===== src/rtl/sm_directory_multi.sv =====
// Multi-block directory controller: per-block DI/DS/DM state plus sharer vector, issues fetch/invalidate/reply messages.
// Latency: all messages registered, one cycle after acceptance; blocks owned by another processor take a two-cycle fetch.
// Backpressure: req_ready drops for the single FETCH cycle; a held request is accepted once the controller returns to IDLE.
module sm_directory_multi #(
   parameter int NUM_PROCS = 4,
   parameter int PROC_W    = 2,
   parameter int BLOCK_W   = 3
) (
   input  logic                 clock,
   input  logic                 resetn,
   input  logic                 req_valid,
   output logic                 req_ready,
   input  logic [1:0]           req_type,
   input  logic [PROC_W-1:0]    req_proc,
   input  logic [BLOCK_W-1:0]   req_block,
   output logic                 resp_valid,
   output logic                 fetch,
   output logic [PROC_W-1:0]    fetch_proc,
   output logic                 invalidate_out,
   output logic [NUM_PROCS-1:0] invalidate_mask,
   output logic                 data_value_reply,
   output logic [PROC_W-1:0]    reply_proc,
   output logic                 proto_error,
   input  logic [BLOCK_W-1:0]   query_block,
   output logic [1:0]           query_state,
   output logic [NUM_PROCS-1:0] query_sharers
);

   localparam int NUM_BLOCKS = 2 ** BLOCK_W;

   localparam logic [1:0] READ_MISS  = 2'b00;
   localparam logic [1:0] WRITE_MISS = 2'b01;
   localparam logic [1:0] WRITE_BACK = 2'b10;

   typedef enum logic [1:0] {DI = 2'b00, DS = 2'b01, DM = 2'b10} dirState_t;
   typedef enum logic {IDLE = 1'b0, FETCH = 1'b1} ctlState_t;

   // Committed directory table
   dirState_t            entryState   [NUM_BLOCKS];
   logic [NUM_PROCS-1:0] entrySharers [NUM_BLOCKS];

   ctlState_t ctlState;

   // Update held back until the end of the FETCH cycle
   logic [BLOCK_W-1:0]   pendBlock;
   logic [PROC_W-1:0]    pendProc;
   dirState_t            pendState;
   logic [NUM_PROCS-1:0] pendSharers;

   // Request decode
   dirState_t            curState;
   logic [NUM_PROCS-1:0] curSharers;
   logic [NUM_PROCS-1:0] procBit;
   logic [PROC_W-1:0]    ownerIdx;
   logic                 isOwner;
   logic                 procBad;
   logic                 isError;
   logic                 needFetch;
   logic                 doReply;
   dirState_t            nextState;
   logic [NUM_PROCS-1:0] nextSharers;
   logic [NUM_PROCS-1:0] invMask;
   logic                 accept;

   assign req_ready     = (ctlState == IDLE);
   assign accept        = req_valid && req_ready;
   assign query_state   = entryState[query_block];
   assign query_sharers = entrySharers[query_block];

   // Look up the addressed entry and work out the transition for the presented request
   always_comb begin
      curState    = entryState[req_block];
      curSharers  = entrySharers[req_block];
      procBit     = NUM_PROCS'(1) << req_proc;
      isOwner     = (curSharers & procBit) != '0;
      procBad     = int'(req_proc) >= NUM_PROCS;
      ownerIdx    = '0;
      for (int i = 0; i < NUM_PROCS; i++) begin
         if (curSharers[i]) ownerIdx = PROC_W'(i);
      end
      isError     = 1'b0;
      needFetch   = 1'b0;
      doReply     = 1'b0;
      nextState   = curState;
      nextSharers = curSharers;
      invMask     = '0;
      if (req_type == 2'b11 || procBad) begin
         isError = 1'b1;
      end else begin
         case (curState)
            DI: begin
               if (req_type == READ_MISS) begin
                  nextState   = DS;
                  nextSharers = procBit;
                  doReply     = 1'b1;
               end else if (req_type == WRITE_MISS) begin
                  nextState   = DM;
                  nextSharers = procBit;
                  doReply     = 1'b1;
               end else begin
                  isError = 1'b1;
               end
            end
            DS: begin
               if (req_type == READ_MISS) begin
                  nextSharers = curSharers | procBit;
                  doReply     = 1'b1;
               end else if (req_type == WRITE_MISS) begin
                  invMask     = curSharers & ~procBit;
                  nextState   = DM;
                  nextSharers = procBit;
                  doReply     = 1'b1;
               end else begin
                  isError = 1'b1;
               end
            end
            DM: begin
               if (isOwner) begin
                  // Owner may only write the block back; a miss from the owner is incoherent
                  if (req_type == WRITE_BACK) begin
                     nextState   = DI;
                     nextSharers = '0;
                  end else begin
                     isError = 1'b1;
                  end
               end else if (req_type == READ_MISS) begin
                  needFetch   = 1'b1;
                  nextState   = DS;
                  nextSharers = curSharers | procBit;
               end else if (req_type == WRITE_MISS) begin
                  needFetch   = 1'b1;
                  invMask     = curSharers;
                  nextState   = DM;
                  nextSharers = procBit;
               end else begin
                  isError = 1'b1;
               end
            end
            default: isError = 1'b1;
         endcase
      end
   end

   // Directory table: immediate commits on accept, deferred commit at the end of FETCH
   always_ff @(posedge clock or negedge resetn) begin
      if (!resetn) begin
         for (int i = 0; i < NUM_BLOCKS; i++) begin
            entryState[i]   <= DI;
            entrySharers[i] <= '0;
         end
      end else if (ctlState == FETCH) begin
         entryState[pendBlock]   <= pendState;
         entrySharers[pendBlock] <= pendSharers;
      end else if (accept && !isError && !needFetch) begin
         entryState[req_block]   <= nextState;
         entrySharers[req_block] <= nextSharers;
      end
   end

   // Controller FSM with registered message outputs; every pulse defaults low each cycle
   always_ff @(posedge clock or negedge resetn) begin
      if (!resetn) begin
         ctlState         <= IDLE;
         pendBlock        <= '0;
         pendProc         <= '0;
         pendState        <= DI;
         pendSharers      <= '0;
         resp_valid       <= 1'b0;
         fetch            <= 1'b0;
         fetch_proc       <= '0;
         invalidate_out   <= 1'b0;
         invalidate_mask  <= '0;
         data_value_reply <= 1'b0;
         reply_proc       <= '0;
         proto_error      <= 1'b0;
      end else begin
         resp_valid       <= 1'b0;
         fetch            <= 1'b0;
         fetch_proc       <= '0;
         invalidate_out   <= 1'b0;
         invalidate_mask  <= '0;
         data_value_reply <= 1'b0;
         reply_proc       <= '0;
         proto_error      <= 1'b0;
         case (ctlState)
            IDLE: begin
               if (accept) begin
                  if (isError) begin
                     proto_error <= 1'b1;
                     resp_valid  <= 1'b1;
                  end else begin
                     if (invMask != '0) begin
                        invalidate_out  <= 1'b1;
                        invalidate_mask <= invMask;
                     end
                     if (needFetch) begin
                        ctlState    <= FETCH;
                        fetch       <= 1'b1;
                        fetch_proc  <= ownerIdx;
                        pendBlock   <= req_block;
                        pendProc    <= req_proc;
                        pendState   <= nextState;
                        pendSharers <= nextSharers;
                     end else begin
                        resp_valid <= 1'b1;
                        if (doReply) begin
                           data_value_reply <= 1'b1;
                           reply_proc       <= req_proc;
                        end
                     end
                  end
               end
            end
            FETCH: begin
               ctlState         <= IDLE;
               data_value_reply <= 1'b1;
               reply_proc       <= pendProc;
               resp_valid       <= 1'b1;
            end
            default: ctlState <= IDLE;
         endcase
      end
   end

endmodule


===== config.mk =====
export PLATFORM = sky130hd
export DESIGN_NAME = sm_directory_multi
export DESIGN_NICKNAME = d
export VERILOG_FILES = /design/src/rtl/sm_directory_multi.sv
export SDC_FILE = /design/constraint.sdc
export NUM_CORES = 1
export LEC_CHECK = 0
export CAP_MARGIN = 40
export CORE_ASPECT_RATIO = 0.9
export CORE_MARGIN = 2
export CORE_UTILIZATION = 60
export CTS_BUF_LIST = sky130_fd_sc_hd__clkbuf_16
export CTS_CLUSTER_DIAMETER = 80
export DETAILED_ROUTE_END_ITERATION = 16
export GPL_TIMING_DRIVEN = 0
export PLACE_DENSITY = 0.84
export SLEW_MARGIN = 30
export SYNTH_ARGS = -nofsm -noshare
export SYNTH_HDL_FRONTEND = slang
export SYNTH_SLANG_ARGS = --single-unit

===== constraint.sdc =====
create_clock -name clock -period 5.3 [get_ports clock]
set_input_delay 1.06 -clock clock [delete_from_list [all_inputs] [get_ports clock]]
set_output_delay 1.06 -clock clock [all_outputs]
set_load 0.01 [all_outputs]

; ---- Yosys cells after proc, flatten, opt, wreduce, memory -nomap -nowiden
; Index checks and enable logic that the tools add are counted.
[word_totals]
ff_bits = 73
output_inout_bits = 20
[classes]
n_lt_le_gt_ge = 5
n_eq_ne = 5
shifts = 1
muxes = 99
bitwise_logic = 9
reduce_logical = 14
[ops]
columns = op, count
row1 = two-way mux 4 bit, 22
row2 = bitwise mux 32 bit, 2
row3 = two-way mux 32 bit, 2
row4 = two-way mux 2 bit, 22
row5 = bitwise mux 16 bit, 2
row6 = two-way mux 16 bit, 2
row7 = two-way mux 1 bit, 31
row8 = binary-select mux 4 bit (select 3 bit), 2
row9 = demux 4 bit (select 3 bit), 2
row10 = binary-select mux 2 bit (select 3 bit), 2
row11 = demux 2 bit (select 3 bit), 2
row12 = greater-or-equal comparator 4 bit (second input constant), 3
row13 = NOT 3 -> 4 bit, 3
row14 = case mux 4 bit (3 select lines), 1
row15 = bitwise AND 4 bit, 2
row16 = less-than comparator 4 x 1 -> 1 bit (second input constant), 2
row17 = case mux 1 bit (2 select lines), 4
row18 = case mux 4 bit (2 select lines), 1
row19 = nonzero test 4 bit, 2
row20 = equality test 2 bit (second input constant), 3
row21 = case mux 2 bit (3 select lines), 1
row22 = logical AND 1 bit, 5
row23 = equality test 2 x 1 -> 1 bit (second input constant), 2
row24 = zero test 2 bit, 2
row25 = other kinds (9), 11

; ---- Logic depth before layout (Yosys ltp)
[logic_depth]
depth_word = 14
mapped_depth = 14
ltp_nobuf = 12

; ---- Worst setup path after synthesis
; Ideal clock, no wire load.
[synth_path]
path_type = input port to flip-flop
from = input req_block[0]
to = register entrySharers[11] (netlist name)
arrival_time_ns = 4.214
required_ns = 5.174
setup_slack_ns = 0.960
path_stages = 12
n_path_buf = 2
cell_sequence = buf_6 buf_6 mux4_2 o21ai_0 inv_1 ha_1 nor2_1 nand2_1 a211oi_1 o21ai_2 o21a_1 a221o_1
[synth_between]
elab_chain_len = 13
word_cells_on_any_way = 40
[synth_lines]
columns = item, line_no
row1 = "start, declared", 15  ; input logic [BLOCK_W-1:0] req_block,
row2 = NOT 3 -> 4 bit (implied by the code) (*), "72, 73, 156"
row3 = branches (longest 12 deep; another with bitwise mux 32 bit), n/a
row4 = "end signal, assigned by index", 153  ; entrySharers[pendBlock] <= pendSharers;
row5 = "end signal, assigned by index", 156  ; entrySharers[req_block] <= nextSharers;
row6 = "end, declared", 40  ; logic [NUM_PROCS-1:0] entrySharers [NUM_BLOCKS];
; Mark *: on every way between the ends. The select of a mux whose other input is x is not followed.
; A chain may end at the register's enable or synchronous reset.

; ---- Worst setup path after layout
[layout_path]
from = input req_block[2]
to = register entrySharers[1] (netlist name)
; Same word-level chain as after synthesis.

==> results.toml <==
[logic_synthesis]
netlist_area_mm2 = 0.00468
synth_warnings = 0
synth_top_family_by_area = "compound AO/OA/AOI/OAI gates"
synth.most_common_cell = "dfrtp_1"
synthMuxAreaShare_pct = 14.0
yosys.area_share.simple_pct = 16.5
synth_top_area_share_pct = 38.5
synth_common_cells = "72 x dfrtp_1, 62 x nor2_1, 34 x nand2_1, 29 x inv_1, 21 x a221o_1"
syn_nets = 500
synth_fa_ha_area_share_pct = 1.07
synthCells = 483
synthFlopType = "dfrtp_1"
synthTopCellsByArea = "dfrtp_1 39%, mux4_2 7.2%, nor2_1 5.0%"
yosysTopAreaCell = "dfrtp_1"
async_reset_ff_share_pct = 100
synth_cell_type_count = 57
synth_compound_area_share_pct = 24.5
seq_area_frac_synth_pct = 38.5
yosys.area_share.xor_xnor_pct = 0
synth_edf_count = 0
avgSynthCellArea_um2 = 9.68
synth_seq_cells = 72

[clock_network]
htreeDepth = 3
clockBufferDepth = 2
cts_made_buffers = 9
cts.sinks = 72
path_clk_slew_ns = 0.07
cts-root-buf = "clkbuf_16"
ctsHoldBuffers = 0
cts_tree = "yes"
clk_latency_ns = 0.35

[floorplanning]
die-area_mm2 = 0.00852
rows = 30
core_area_mm2 = 0.00754
die_h_um = 87.8
initial_utilization_pct = 62.0
die_x_um = 97.1
io_pins = 33

[global_routing]
grt_max_degree = 38
grt_pass1_vias = 4295
antenna_found_initial = 0
grt_use_total_pct = 34.9
grt.overflow.total = 0
grt_pass1_wl_um = 22600

[setup_path]
cpPeakStageDelay_ns = 0.59
r2r_end = "entrySharers[1]"
reg2reg_slack_ns = 1.35
r2r_start = "entryState[5]"
cp.required_ns = 5.58
r2r_cells = 11
start_kind = "input port"
cp_max_fo = 10
cp_slowest_cell = "clkdlybuf4s50_1"
critPathKind = "input port to flop"
end_kind = "flop"
arrival_ns = 5.33
path_cells = "clkdlybuf4s50_1 > buf_2 > mux4_2 > o21ai_0 > inv_1 > ha_1 > nor2_1 > nand2_1 > a211oi_2 > o21ai_2 > nor3_1 > a221o_1"

[timing]
period_minus_slack_ns = 5.05
tightest_slew_ns = 0.862
clock.fmax_mhz = 198
hold_viol_final = 0
rsz0062_at_grt = "false"
setup_viol_count_final = 0
slew_headroom_pct = 42.5
hold_ws_ns = 0.532
maxSlewViolCount = 0
skew_ns = 0.00828
post-route-period-util_pct = 95.2

[drt]
postRouteAntennaNets = 0
detail_route.first_pass.iterations = 6
drt-initial-drc-count = 622
drc = 0
wl_um = 14600
avgRoutedWirePerCell_um = 23.3
vias = 4476
vias_per_cell = 7.16

[worst_hold_path]
min_to = "pendProc[0]"
holdPathStages = 1
hp-start = "pendProc[0]"
hold_path.class = "flop to flop"

[pwr]
pwr-share-comb_pct = 43.0
pwr-share-seq_pct = 34.3
clkPwrFrac_pct = 22.7
p_leak_nw = 2.28
p_int_mw = 1.59
swShare_pct = 41.1
p_sw_mw = 1.11
p_total_mw = 2.70
p_per_area_mw_per_mm2 = 498
vdd_drop_max_uv = 323

[finish]
num_antenna_cells = 0
layout.nets = 541
num-fill-cells = 566
fin_area_mm2 = 0.00542
synthToLayoutAreaGrowth_pct = 15.8
drive_gt1_share_pct = 16.1

[status]
status = "finished clean"

[placed_design]
gp_congestion = 1.01
dpl_cell_area_mm2 = 0.00511
dp_hpwl_um = 10600
io_buffers = 28

[run]
maxCapViolations = 0
metal layers:
metal	GRT usage, %	vias up	wire (um)
met5	0	-	0
met4	14.3	0	530
met2	55.0	340	6620
met1	46.5	2173	5720
li1	-	1896	-
met3	9.58	67	1710
cells by family after synthesis:
| logic type | after synthesis |
|---|---|
| simple gates | 162 |
| mux | 45 |
| fa+ha+maj | 4 |
| flops | 72 |
| buf+inv | 60 |
| compound gates | 140 |
layout make-up:
type                            instances  area [um2]  area share [%]
Multi-Input combinational cell        351        2630            48.6
Sequential cell                        72        1800            33.3
Timing Repair Buffer                   31         313            5.78
Clock buffer                            9         225            4.16
Buffer                                 28         133            2.45
Inverter                               31         120            2.22
Tap cell                               96         120            2.22
Clock inverter                          7        68.8            1.27
metrics by stage:
stage                     instances  TNS (ns)  worst slack [ns]  util, %
after floorplan                 483         0             0.960        -
after global placement          607     -6.45            -0.234     67.3
after detailed placement        610    -10.97            -0.356     67.7
after CTS                       626         0             0.219     71.7
after global routing            625         0            0.0804     71.8
final                           625         0             0.253     71.8
worst max path at each step:
| stage | from | to | slack, ns | depth (start not counted) |
|---|---|---|---|---|
| 3_3_place_gp | req_block[2] | entrySharers[15] | -0.23 | 13 |
| 2_1_floorplan | req_block[0] | entrySharers[11] | 0.96 | 12 |
| 4_1_cts | req_block[2] | entrySharers[26] | 0.22 | 12 |
| 3_5_place_dp | req_block[2] | entrySharers[15] | -0.36 | 13 |
| 6_report | req_block[2] | entrySharers[1] | 0.25 | 12 |
| 5_1_grt | req_block[2] | entrySharers[15] | 0.08 | 13 |
power groups by stage:
stage               combinational [mW]  clock (mW)  sequential, mW
finish                            1.16       0.612           0.926
global route                      1.24       0.638           0.942
CTS                               1.13       0.612           0.915
detailed placement                1.11           0           0.922
global placement                  1.07           0           0.908
floorplan                        0.813           0           0.869
what timing repair did:
item                                   4_1_cts  5_1_grt
setup buffers                                0        0
setup endpoints to repair                    1       19
endpoints found under the hold margin        0        0
resized for setup                            1        2
cloned                                       0        0
registers in the layout, indices dropped and copies added (netlist names):
register          count
ctlState              1
data_value_reply      1
entrySharers         32
entryState           16
fetch_proc            2
invalidate_mask       4
invalidate_out        1
pendBlock             3
pendProc              2
pendSharers           4
pendState             2
proto_error           1
reply_proc            2
resp_valid            1
worst max-delay path: cells and delay by family:
kind	cells	cell delay [ns]
AOI/OAI and AO/OA	4	1.58
and+or+nand+nor	3	0.98
adders and majority gates	1	0.30
muxes	1	0.34
buffers and inverters	3	1.06
layout by cell type, fill, tap and decap left out, drive strengths merged, types with 8 or more instances in the layout:
cell type / count
nor3: 10
a221oi: 15
mux4: 15
nand2: 34
dfrtp: 72
clkdlybuf4s50: 27
mux2i: 15
a221o: 21
o21ai: 22
mux2: 15
inv: 35
a21oi: 19
nand2b: 8
nand3: 8
buf: 13
a22oi: 10
clkbuf: 28
o211ai: 9
nor2: 62
or2: 8
Power figures use the tool's default switching activity.
